## config.mk

```make
export PLATFORM = sky130hd
export DESIGN_NAME = cubehash_round_sched_flat
export DESIGN_NICKNAME = d
export VERILOG_FILES = /design/src/rtl/cubehash_pkg.sv /design/src/rtl/cubehash_round_sched_if.sv /design/src/rtl/cubehash_round_ctr.sv /design/src/rtl/cubehash_round_sched.sv /design/src/flat_wrapper.sv
export SDC_FILE = /design/constraint.sdc
export NUM_CORES = 1
export LEC_CHECK = 0
export CORE_MARGIN = 2
export CORE_UTILIZATION = 50
export DETAILED_ROUTE_END_ITERATION = 6
export GPL_ROUTABILITY_DRIVEN = 0
export GPL_TIMING_DRIVEN = 0
export PLACE_DENSITY = 0.8
export SYNTH_ARGS = -nofsm -noshare
export SYNTH_HDL_FRONTEND = slang
export SYNTH_SLANG_ARGS = --single-unit
```

## constraint.sdc

```tcl
create_clock -name clk -period 3.55 [get_ports clk]
set_clock_uncertainty 0.15 [all_clocks]
set_input_delay 1.065 -clock clk [delete_from_list [all_inputs] [get_ports clk]]
set_output_delay 1.065 -clock clk [all_outputs]
set_load 0.05 [all_outputs]
```

## src/rtl/cubehash_pkg.sv

```systemverilog
// CubeHash round scheduler shared types: state encoding, default round counts, index width.
// Latency: n/a (package only).
// Backpressure: n/a (package only).
package cubehash_pkg;

    // Round index / round counter width; round parameters must lie in 1..63.
    localparam int RIDX_W = 6;

    localparam int DEF_INIT_ROUNDS = 16;
    localparam int DEF_BLK_ROUNDS  = 16;
    localparam int DEF_FIN_ROUNDS  = 32;

    typedef enum logic [2:0] {
        ST_IDLE,
        ST_LOAD,
        ST_INIT,
        ST_WAIT_BLK,
        ST_ABSORB,
        ST_FIN_XOR,
        ST_FINAL,
        ST_DONE
    } sched_state_t;

endpackage

```

## src/rtl/cubehash_round_sched_if.sv

```systemverilog
// Control bundle between the CubeHash round scheduler and its datapath/host.
// Latency: n/a (wires only).
// Backpressure: blocks use blk_valid/blk_ready; the hash is held until hash_ack.
// Modports: master = host side (drives start/blocks/ack), slave = scheduler.
interface cubehash_round_sched_if;
    import cubehash_pkg::*;

    logic              start;
    logic              blk_valid;
    logic              blk_last;
    logic              blk_ready;
    logic              init_load;
    logic              round_en;
    logic              xor_blk;
    logic              xor_fin;
    logic [RIDX_W-1:0] round_idx;
    logic              busy;
    logic              hash_valid;
    logic              hash_ack;
    logic              err;

    modport master (
        output start, blk_valid, blk_last, hash_ack,
        input  blk_ready, init_load, round_en, xor_blk, xor_fin,
               round_idx, busy, hash_valid, err
    );

    modport slave (
        input  start, blk_valid, blk_last, hash_ack,
        output blk_ready, init_load, round_en, xor_blk, xor_fin,
               round_idx, busy, hash_valid, err
    );

endinterface

```

## src/rtl/cubehash_round_ctr.sv

```systemverilog
// Round counter: clears on load, increments on enable, saturates at limit; tc flags cnt == limit.
// Latency: count updates one cycle after en; tc is combinational from the count.
// Backpressure: none; the owner decides when to enable or clear.
// Ports: clk, rst_n (sync, active low), load, en, limit -> cnt, tc.
module cubehash_round_ctr
    import cubehash_pkg::*;
(
    input  logic              clk,
    input  logic              rst_n,
    input  logic              load,
    input  logic              en,
    input  logic [RIDX_W-1:0] limit,
    output logic [RIDX_W-1:0] cnt,
    output logic              tc
);

    assign tc = (cnt == limit);

    // Holding at the limit keeps a late enable from spilling into the next phase.
    always_ff @(posedge clk) begin
        if (!rst_n) begin
            cnt <= '0;
        end else if (load) begin
            cnt <= '0;
        end else if (en && !tc) begin
            cnt <= cnt + 1'b1;
        end
    end

endmodule

```

## src/rtl/cubehash_round_sched.sv

```systemverilog
// CubeHash message scheduler: sequences IV load, init rounds, block absorb, finalisation, hash hand-off.
// Latency: start -> init_load next cycle; each round phase lasts its parameter count in cycles.
// Backpressure: blk_ready only while waiting for a block; hash_valid held until hash_ack.
// Ports: clk, rst_n (sync, active low), bus (cubehash_round_sched_if.slave).
// Build option: CUBEHASH_PRECOMP_IV_EN skips the init rounds (init_load selects a precomputed IV).
module cubehash_round_sched
    import cubehash_pkg::*;
#(
    parameter int INIT_ROUNDS = DEF_INIT_ROUNDS,
    parameter int BLK_ROUNDS  = DEF_BLK_ROUNDS,
    parameter int FIN_ROUNDS  = DEF_FIN_ROUNDS
) (
    input  logic                   clk,
    input  logic                   rst_n,
    cubehash_round_sched_if.slave  bus
);

    sched_state_t      state;
    logic              blk_last_q;
    logic              init_load_q;
    logic              round_en_q;
    logic              xor_fin_q;
    logic              blk_ready_q;
    logic              busy_q;
    logic              hash_valid_q;
    logic              err_q;

    logic [RIDX_W-1:0] limit;
    logic [RIDX_W-1:0] cnt;
    logic              tc;

    always_comb begin
        limit = '0;
        case (state)
            ST_INIT:   limit = RIDX_W'(INIT_ROUNDS - 1);
            ST_ABSORB: limit = RIDX_W'(BLK_ROUNDS - 1);
            ST_FINAL:  limit = RIDX_W'(FIN_ROUNDS - 1);
            default:   limit = '0;
        endcase
    end

    // round_en_q is high exactly in the round phases, so it doubles as the counter enable;
    // clearing on the last round leaves round_idx at 0 outside the round phases.
    cubehash_round_ctr u_ctr (
        .clk   (clk),
        .rst_n (rst_n),
        .load  (round_en_q && tc),
        .en    (round_en_q),
        .limit (limit),
        .cnt   (cnt),
        .tc    (tc)
    );

    // Outputs are registered alongside the state: each transition sets the flags of the state entered.
    always_ff @(posedge clk) begin
        if (!rst_n) begin
            state        <= ST_IDLE;
            blk_last_q   <= 1'b0;
            init_load_q  <= 1'b0;
            round_en_q   <= 1'b0;
            xor_fin_q    <= 1'b0;
            blk_ready_q  <= 1'b0;
            busy_q       <= 1'b0;
            hash_valid_q <= 1'b0;
            err_q        <= 1'b0;
        end else begin
            init_load_q <= 1'b0;
            xor_fin_q   <= 1'b0;
            err_q       <= bus.start && (state != ST_IDLE);

            case (state)
                ST_IDLE: begin
                    if (bus.start) begin
                        state       <= ST_LOAD;
                        init_load_q <= 1'b1;
                        busy_q      <= 1'b1;
                    end
                end
                ST_LOAD: begin
`ifdef CUBEHASH_PRECOMP_IV_EN
                    state       <= ST_WAIT_BLK;
                    blk_ready_q <= 1'b1;
`else
                    state      <= ST_INIT;
                    round_en_q <= 1'b1;
`endif
                end
                ST_INIT: begin
                    if (tc) begin
                        state       <= ST_WAIT_BLK;
                        round_en_q  <= 1'b0;
                        blk_ready_q <= 1'b1;
                    end
                end
                ST_WAIT_BLK: begin
                    if (bus.blk_valid) begin
                        state       <= ST_ABSORB;
                        blk_last_q  <= bus.blk_last;
                        blk_ready_q <= 1'b0;
                        round_en_q  <= 1'b1;
                    end
                end
                ST_ABSORB: begin
                    if (tc) begin
                        round_en_q <= 1'b0;
                        if (blk_last_q) begin
                            state     <= ST_FIN_XOR;
                            xor_fin_q <= 1'b1;
                        end else begin
                            state       <= ST_WAIT_BLK;
                            blk_ready_q <= 1'b1;
                        end
                    end
                end
                ST_FIN_XOR: begin
                    state      <= ST_FINAL;
                    round_en_q <= 1'b1;
                end
                ST_FINAL: begin
                    if (tc) begin
                        state        <= ST_DONE;
                        round_en_q   <= 1'b0;
                        hash_valid_q <= 1'b1;
                    end
                end
                ST_DONE: begin
                    if (bus.hash_ack) begin
                        state        <= ST_IDLE;
                        hash_valid_q <= 1'b0;
                        busy_q       <= 1'b0;
                    end
                end
                default: begin
                    state        <= ST_IDLE;
                    round_en_q   <= 1'b0;
                    blk_ready_q  <= 1'b0;
                    busy_q       <= 1'b0;
                    hash_valid_q <= 1'b0;
                end
            endcase
        end
    end

    assign bus.init_load  = init_load_q;
    assign bus.round_en   = round_en_q;
    assign bus.xor_fin    = xor_fin_q;
    assign bus.blk_ready  = blk_ready_q;
    assign bus.busy       = busy_q;
    assign bus.hash_valid = hash_valid_q;
    assign bus.err        = err_q;
    assign bus.round_idx  = cnt;
    // Same-cycle accept strobe so the datapath XORs the block while it is presented.
    assign bus.xor_blk    = bus.blk_valid && blk_ready_q;

endmodule
```

## src/flat_wrapper.sv

```systemverilog
// flat-port wrapper written by rule: the top's interface ports become plain ports
module cubehash_round_sched_flat import cubehash_pkg::*;
#(
    parameter int INIT_ROUNDS = DEF_INIT_ROUNDS,
    parameter int BLK_ROUNDS  = DEF_BLK_ROUNDS,
    parameter int FIN_ROUNDS  = DEF_FIN_ROUNDS
)
  (clk, rst_n, bus_start, bus_blk_valid, bus_blk_last, bus_hash_ack, bus_blk_ready, bus_init_load, bus_round_en, bus_xor_blk, bus_xor_fin, bus_round_idx, bus_busy, bus_hash_valid, bus_err);
  cubehash_round_sched_if bus_i ();
  input  logic clk;
  input  logic rst_n;
  input wire logic [$bits(bus_i.start)-1:0] bus_start;
  input wire logic [$bits(bus_i.blk_valid)-1:0] bus_blk_valid;
  input wire logic [$bits(bus_i.blk_last)-1:0] bus_blk_last;
  input wire logic [$bits(bus_i.hash_ack)-1:0] bus_hash_ack;
  output wire logic [$bits(bus_i.blk_ready)-1:0] bus_blk_ready;
  output wire logic [$bits(bus_i.init_load)-1:0] bus_init_load;
  output wire logic [$bits(bus_i.round_en)-1:0] bus_round_en;
  output wire logic [$bits(bus_i.xor_blk)-1:0] bus_xor_blk;
  output wire logic [$bits(bus_i.xor_fin)-1:0] bus_xor_fin;
  output wire logic [$bits(bus_i.round_idx)-1:0] bus_round_idx;
  output wire logic [$bits(bus_i.busy)-1:0] bus_busy;
  output wire logic [$bits(bus_i.hash_valid)-1:0] bus_hash_valid;
  output wire logic [$bits(bus_i.err)-1:0] bus_err;
  assign bus_i.start = bus_start;
  assign bus_i.blk_valid = bus_blk_valid;
  assign bus_i.blk_last = bus_blk_last;
  assign bus_i.hash_ack = bus_hash_ack;
  assign bus_blk_ready = bus_i.blk_ready;
  assign bus_init_load = bus_i.init_load;
  assign bus_round_en = bus_i.round_en;
  assign bus_xor_blk = bus_i.xor_blk;
  assign bus_xor_fin = bus_i.xor_fin;
  assign bus_round_idx = bus_i.round_idx;
  assign bus_busy = bus_i.busy;
  assign bus_hash_valid = bus_i.hash_valid;
  assign bus_err = bus_i.err;
  cubehash_round_sched #(.INIT_ROUNDS(INIT_ROUNDS), .BLK_ROUNDS(BLK_ROUNDS), .FIN_ROUNDS(FIN_ROUNDS)) u_core (.clk(clk), .rst_n(rst_n), .bus(bus_i));
endmodule
```

# After elaboration in Yosys (flattened, before gate mapping)

Index checks and enable logic that the tools add are counted.

$add $sub $neg: 1
Equal/unequal tests: 16
Mux-type cells: 23
Bitwise gates (word level): 1
Reduce and logical (&&, ||, !) cells: 23

Operators by type and width:

| cell                                           | number |
|---|---|
| one-hot mux 3 bit (8 select lines)             | 1 |
| 2-to-1 mux 3 bit                               | 7 |
| == test 3 bit (second input constant)          | 4 |
| AND reduction 3 bit                            | 4 |
| 2-to-1 mux 1 bit                               | 10 |
| one-hot mux 5 bit (2 select lines)             | 1 |
| nonzero test 3 bit                             | 3 |
| != test 2 x 1 -> 1 bit (second input constant) | 4 |
| != test 2 bit (second input constant)          | 4 |
| adder 6 x 1 -> 6 bit (second input constant)   | 1 |
| == test 3 x 2 -> 1 bit (second input constant) | 2 |
| == test 6 x 5 -> 1 bit                         | 1 |
| one-hot mux 1 bit (3 select lines)             | 2 |
| AND reduction 6 bit                            | 1 |
| OR reduction 2 bit                             | 3 |
| AND reduction 5 bit                            | 1 |
| logical AND 1 bit                              | 4 |
| one-hot mux 1 bit (2 select lines)             | 2 |
| AND reduction 2 bit                            | 2 |
| nonzero test 2 bit                             | 2 |
| == test 3 x 1 -> 1 bit (second input constant) | 1 |
| zero test 3 bit                                | 1 |
| OR reduction 3 bit                             | 1 |
| zero test 1 bit                                | 1 |
| inverter 1 bit                                 | 1 |

Flip-flop bits (word level): 17
Input bits: 6
Output and inout bits: 14
Logic and storage cells: 74

# Depth between registers and ports, before layout

Depth after elaboration: 6
Depth in mapped cells: 6
Gate-level depth less buffers: 5

# Cells and area by module

Synthesis repeated with hierarchy kept, for this count alone.

Cell total of the unflattened synthesis: 125
Area, all modules: 1,027.2 um2

By module, submodules not included:

| module               | instances | cells each | area each (um2) | seq. area each (um2) |
|---|---|---|---|---|
| cubehash_round_sched | 1         | 66         | 554.3           | 220.2 |
| cubehash_round_ctr   | 1         | 59         | 473.0           | 120.1 |

# Worst setup path after synthesis

Ideal clock, no wire load.

Kind: input to output
Start point: in bus_blk_valid
End point: out bus_xor_blk
Arrival time: 1.477 ns
Data required time: 2.335 ns
Setup slack: 0.858 ns
Stages: 1
Buffers on the path: 0
Cells stage by stage: and2_1

Word-level cells in the longest chain between the ends: 1

RTL lines:

| item              | line                        | RTL |
|---|---|---|
| start, declared   | flat_wrapper.sv:13          | `input wire logic [$bits(bus_i.blk_valid)-1:0] bus_blk_valid;` |
| logical AND 1 bit | cubehash_round_sched.sv:153 | `assign bus.xor_blk = bus.blk_valid && blk_ready_q;` |
| end, declared     | flat_wrapper.sv:19          | `output wire logic [$bits(bus_i.xor_blk)-1:0] bus_xor_blk;` |

Every way passes these cells.

# Worst setup path after layout

Ends and elaborated chain as after synthesis.

==> impl_metrics.ini <==
[yosys]
syn_area_sq_um = 875
yosys-mux-area-fraction = 0.0529
most_area_consuming_cells_after_synthesis = sky130_fd_sc_hd__dfxtp_1, sky130_fd_sc_hd__o21ai_0, sky130_fd_sc_hd__a21boi_0
netlist_instances = 103
synth_compound_area_frac = 0.233
yosys_register_bits = 17
synth_simple_gate_area_share = 0.258
postSynthNetCount = 110
yosys.area.top_type_share = 0.389
synth.most_common_cell = sky130_fd_sc_hd__dfxtp_1
count_of_unique_library_cells_instantiated_by_yosys = 41
yosys_warnings = 0
synth_top_family_by_area = simple AND/OR/NAND/NOR gates
synth_edf_count = 0
synthAdderAreaFrac = 0.0143
postSynth.topFlopCell = sky130_fd_sc_hd__dfxtp_1
postSynth.asyncResetShare = 0
post_synth.cell_area_avg_sq_um = 8.49
ys_top_cells_by_count = sky130_fd_sc_hd__dfxtp_1, sky130_fd_sc_hd__nor2_1, sky130_fd_sc_hd__o21ai_0
synth_xor_area_frac = 0.0100
seq_area_frac_synth = 0.389
synth_top_area_cell = sky130_fd_sc_hd__dfxtp_1

[sta]
worstMarginPinSlew_ns = 0.496
finalHoldWorstSlack_ns = 0.305
grt_setup_unrepaired = no
finalSetupViolCount = 0
timing.final.max_slew_violations = 0
timing.final.crit_share = 0.978
fin_crit_ns = 3.47
hold_viol_final = 0
achievable-frequency_mhz = 288
worst_slew_margin = 0.668
setup_slack_ns = 0.0769
setup-tns-final_ns = 0

[clocking]
cts.hold.buffers_added = 0
cts-root-buf = sky130_fd_sc_hd__clkbuf_4
cts_buffers = 3
clock_insertion_delay_worst_skew_ns = 0.29
cts_tree = yes
number_of_h_tree_levels = 1
cts_buffer_depth = 2
cts.reportedPaths.clkPinSlew_ns = 0.10
cts_sinks = 17

[grt]
grt_pass1_wl_mm = 3.13
grt_start_max_net_pins = 11
antenna_found_initial = 0
overflow = 0
grt_pass1_vias = 723
grt_use_total = 0.208

[setup_path]
max_stage_delay_ns = 0.54
rr_endpoint = u_core.state[0]
setup.reg_to_reg.worst_slack_ns = 1.50
worstSetupPathType = in2out
timing.critical_path.from_type = primary input
timing.critical_path.to_type = primary output
top_fanout_value_on_the_critical_path = 4
regToRegStartpoint = u_core.state[2]
critPathArrivalTime_ns = 2.26
crit_start = bus_blk_valid
cp_data_required_time_ns = 2.33
cpMaxStageDelayCell = sky130_fd_sc_hd__clkdlybuf4s50_1
crit_end = bus_xor_blk
ff2ff_path_depth = 5
timing.critical_path.cells = clkdlybuf4s50_1, and2_1, dlygate4sd2_1

[die]
design.die.area_sq_um = 2100
i_o_pin_count = 20
initial_core_util = 0.518
core-area_sq_um = 1690
die_height_um = 45.8
row_count = 15
die_width_um = 45.8

[detailed_routing]
via_per_inst = 5.97
vias = 854
routed_wire_length_per_instance_um = 14.0
routed_wl_mm = 2.01
dr.first_iter.drc_count = 21
postRouteAntennaNets = 0
drc = 0
drt_pass1_iterations = 4

[worst_hold_path]
worstHoldPathType = reg2reg

[cells_and_area]
layout_cells_sized_above_1 = 0.0794
n_antenna_cell = 0
finish.instance_area_sq_um = 1110
areaGrowthSynthToFinish_pct = 27.0
nNetsFinal = 134

[power_and_ir_drop]
maximum_vdd_drop_mv = 0.186
p_leak_nw = 0.405
p_per_area_nw_per_um2 = 343

[placed_design]
io_buffer_count = 19
place_ws_ns = -0.200
dp.final_hpwl_mm = 1.39
cell_area_after_placement_sq_um = 1090

[job]
max-cap-violations = 0

[status]
outcome = complete, no violations
[power by group]
part | internal (W) | switching (W)
Combinational | 0.0000313 | 0.0000416
Clock | 0.0000437 | 0.0000623
Sequential | 0.000197 | 0.00000523
Total | 0.000272 | 0.000109
[placed cells by master, fill, tap and decap left out, drive strengths merged, types with 2 or more instances in the layout]
cell	Yosys	final
a21boi	4	4
a21oi	4	4
and2	3	3
clkbuf	5	9
clkdlybuf4s50	0	18
dfxtp	17	17
inv	3	3
mux2	2	2
mux2i	2	2
nand2	5	5
nand2b	4	4
nand3	5	5
nand4	3	3
nor2	7	7
nor2b	2	2
nor3	3	3
nor4	2	2
o21a	2	2
o21ai	7	7
o21bai	2	2
o31a	2	2
[worst min path at each step]
stage / start / endpoint / slack, ns / depth (start not counted)
floorplan: u_core.blk_last_q / u_core.bus.xor_fin / 0.30 / 2
global placement: u_core.bus.hash_valid / u_core.bus.hash_valid / 0.29 / 2
detailed placement: u_core.bus.hash_valid / u_core.bus.hash_valid / 0.29 / 2
CTS: u_core.bus.hash_valid / u_core.bus.hash_valid / 0.31 / 2
global route: u_core.bus.hash_valid / u_core.bus.hash_valid / 0.34 / 2
finish: u_core.bus.hash_valid / u_core.bus.hash_valid / 0.30 / 2
[sequential cells by signal (all words and copies together), names as in the netlist]
signal / cells
u_core.u_ctr.cnt: 6
u_core.state: 3
u_core.blk_last_q: 1
u_core.bus.blk_ready: 1
u_core.bus.busy: 1
u_core.bus.err: 1
u_core.bus.hash_valid: 1
u_core.bus.init_load: 1
u_core.bus.round_en: 1
u_core.bus.xor_fin: 1
[layout make-up]
| cell class | instances | area, sq um |
|---|---|---|
| multi-input combinational | 77 | 497 |
| sequential | 17 | 340 |
| fill | 161 | 578 |
| buffer | 6 | 26.3 |
| timing repair buffer | 19 | 189 |
| inverter | 3 | 11.3 |
| tap | 17 | 21.3 |
| clock buffer | 4 | 26.3 |
[cell families (layout without fill, tap and decap cells)]
kind of cell               Yosys count  in the layout
AOI/OAI and AO/OA                   30             30
xor gates and xnor gates             1              1
adders and majority gates            1              1
buffers and inverters                9             32
DFF                                 17             17
muxes                                4              4
and+or+nand+nor                     41             41
[routing by layer]
| metal | wire length (um) | part of all wire | GRT usage |
|---|---|---|---|
| met3 | 91 | 0.045 | 0.0357 |
| met2 | 941 | 0.47 | 0.318 |
| met5 | 0 | 0 | 0 |
| met1 | 944 | 0.47 | 0.288 |
| met4 | 29 | 0.014 | 0.0800 |
[repair_timing]
item / in CTS / in global routing
buffers inserted: 0 / 0
gates resized for setup: 1 / 0
setup endpoints to repair: 1 / 0
[metrics by stage]
stage	std cells	utilization	power (W)
4_1_cts	143	0.658	0.000383
6_report	143	0.658	0.000381
2_1_floorplan	103	-	0.000255
3_3_place_gp	139	0.643	0.000278
5_1_grt	143	0.658	0.000396
3_5_place_dp	139	0.643	0.000280
[worst max-delay path: cells and delay by family]
| kind | cells | cell delay (ns) |
|---|---|---|
| AND/OR/NAND/NOR | 1 | 0.14 |
| buffers and inverters | 2 | 1.06 |
No activity file was read; power rests on OpenSTA's default activity.
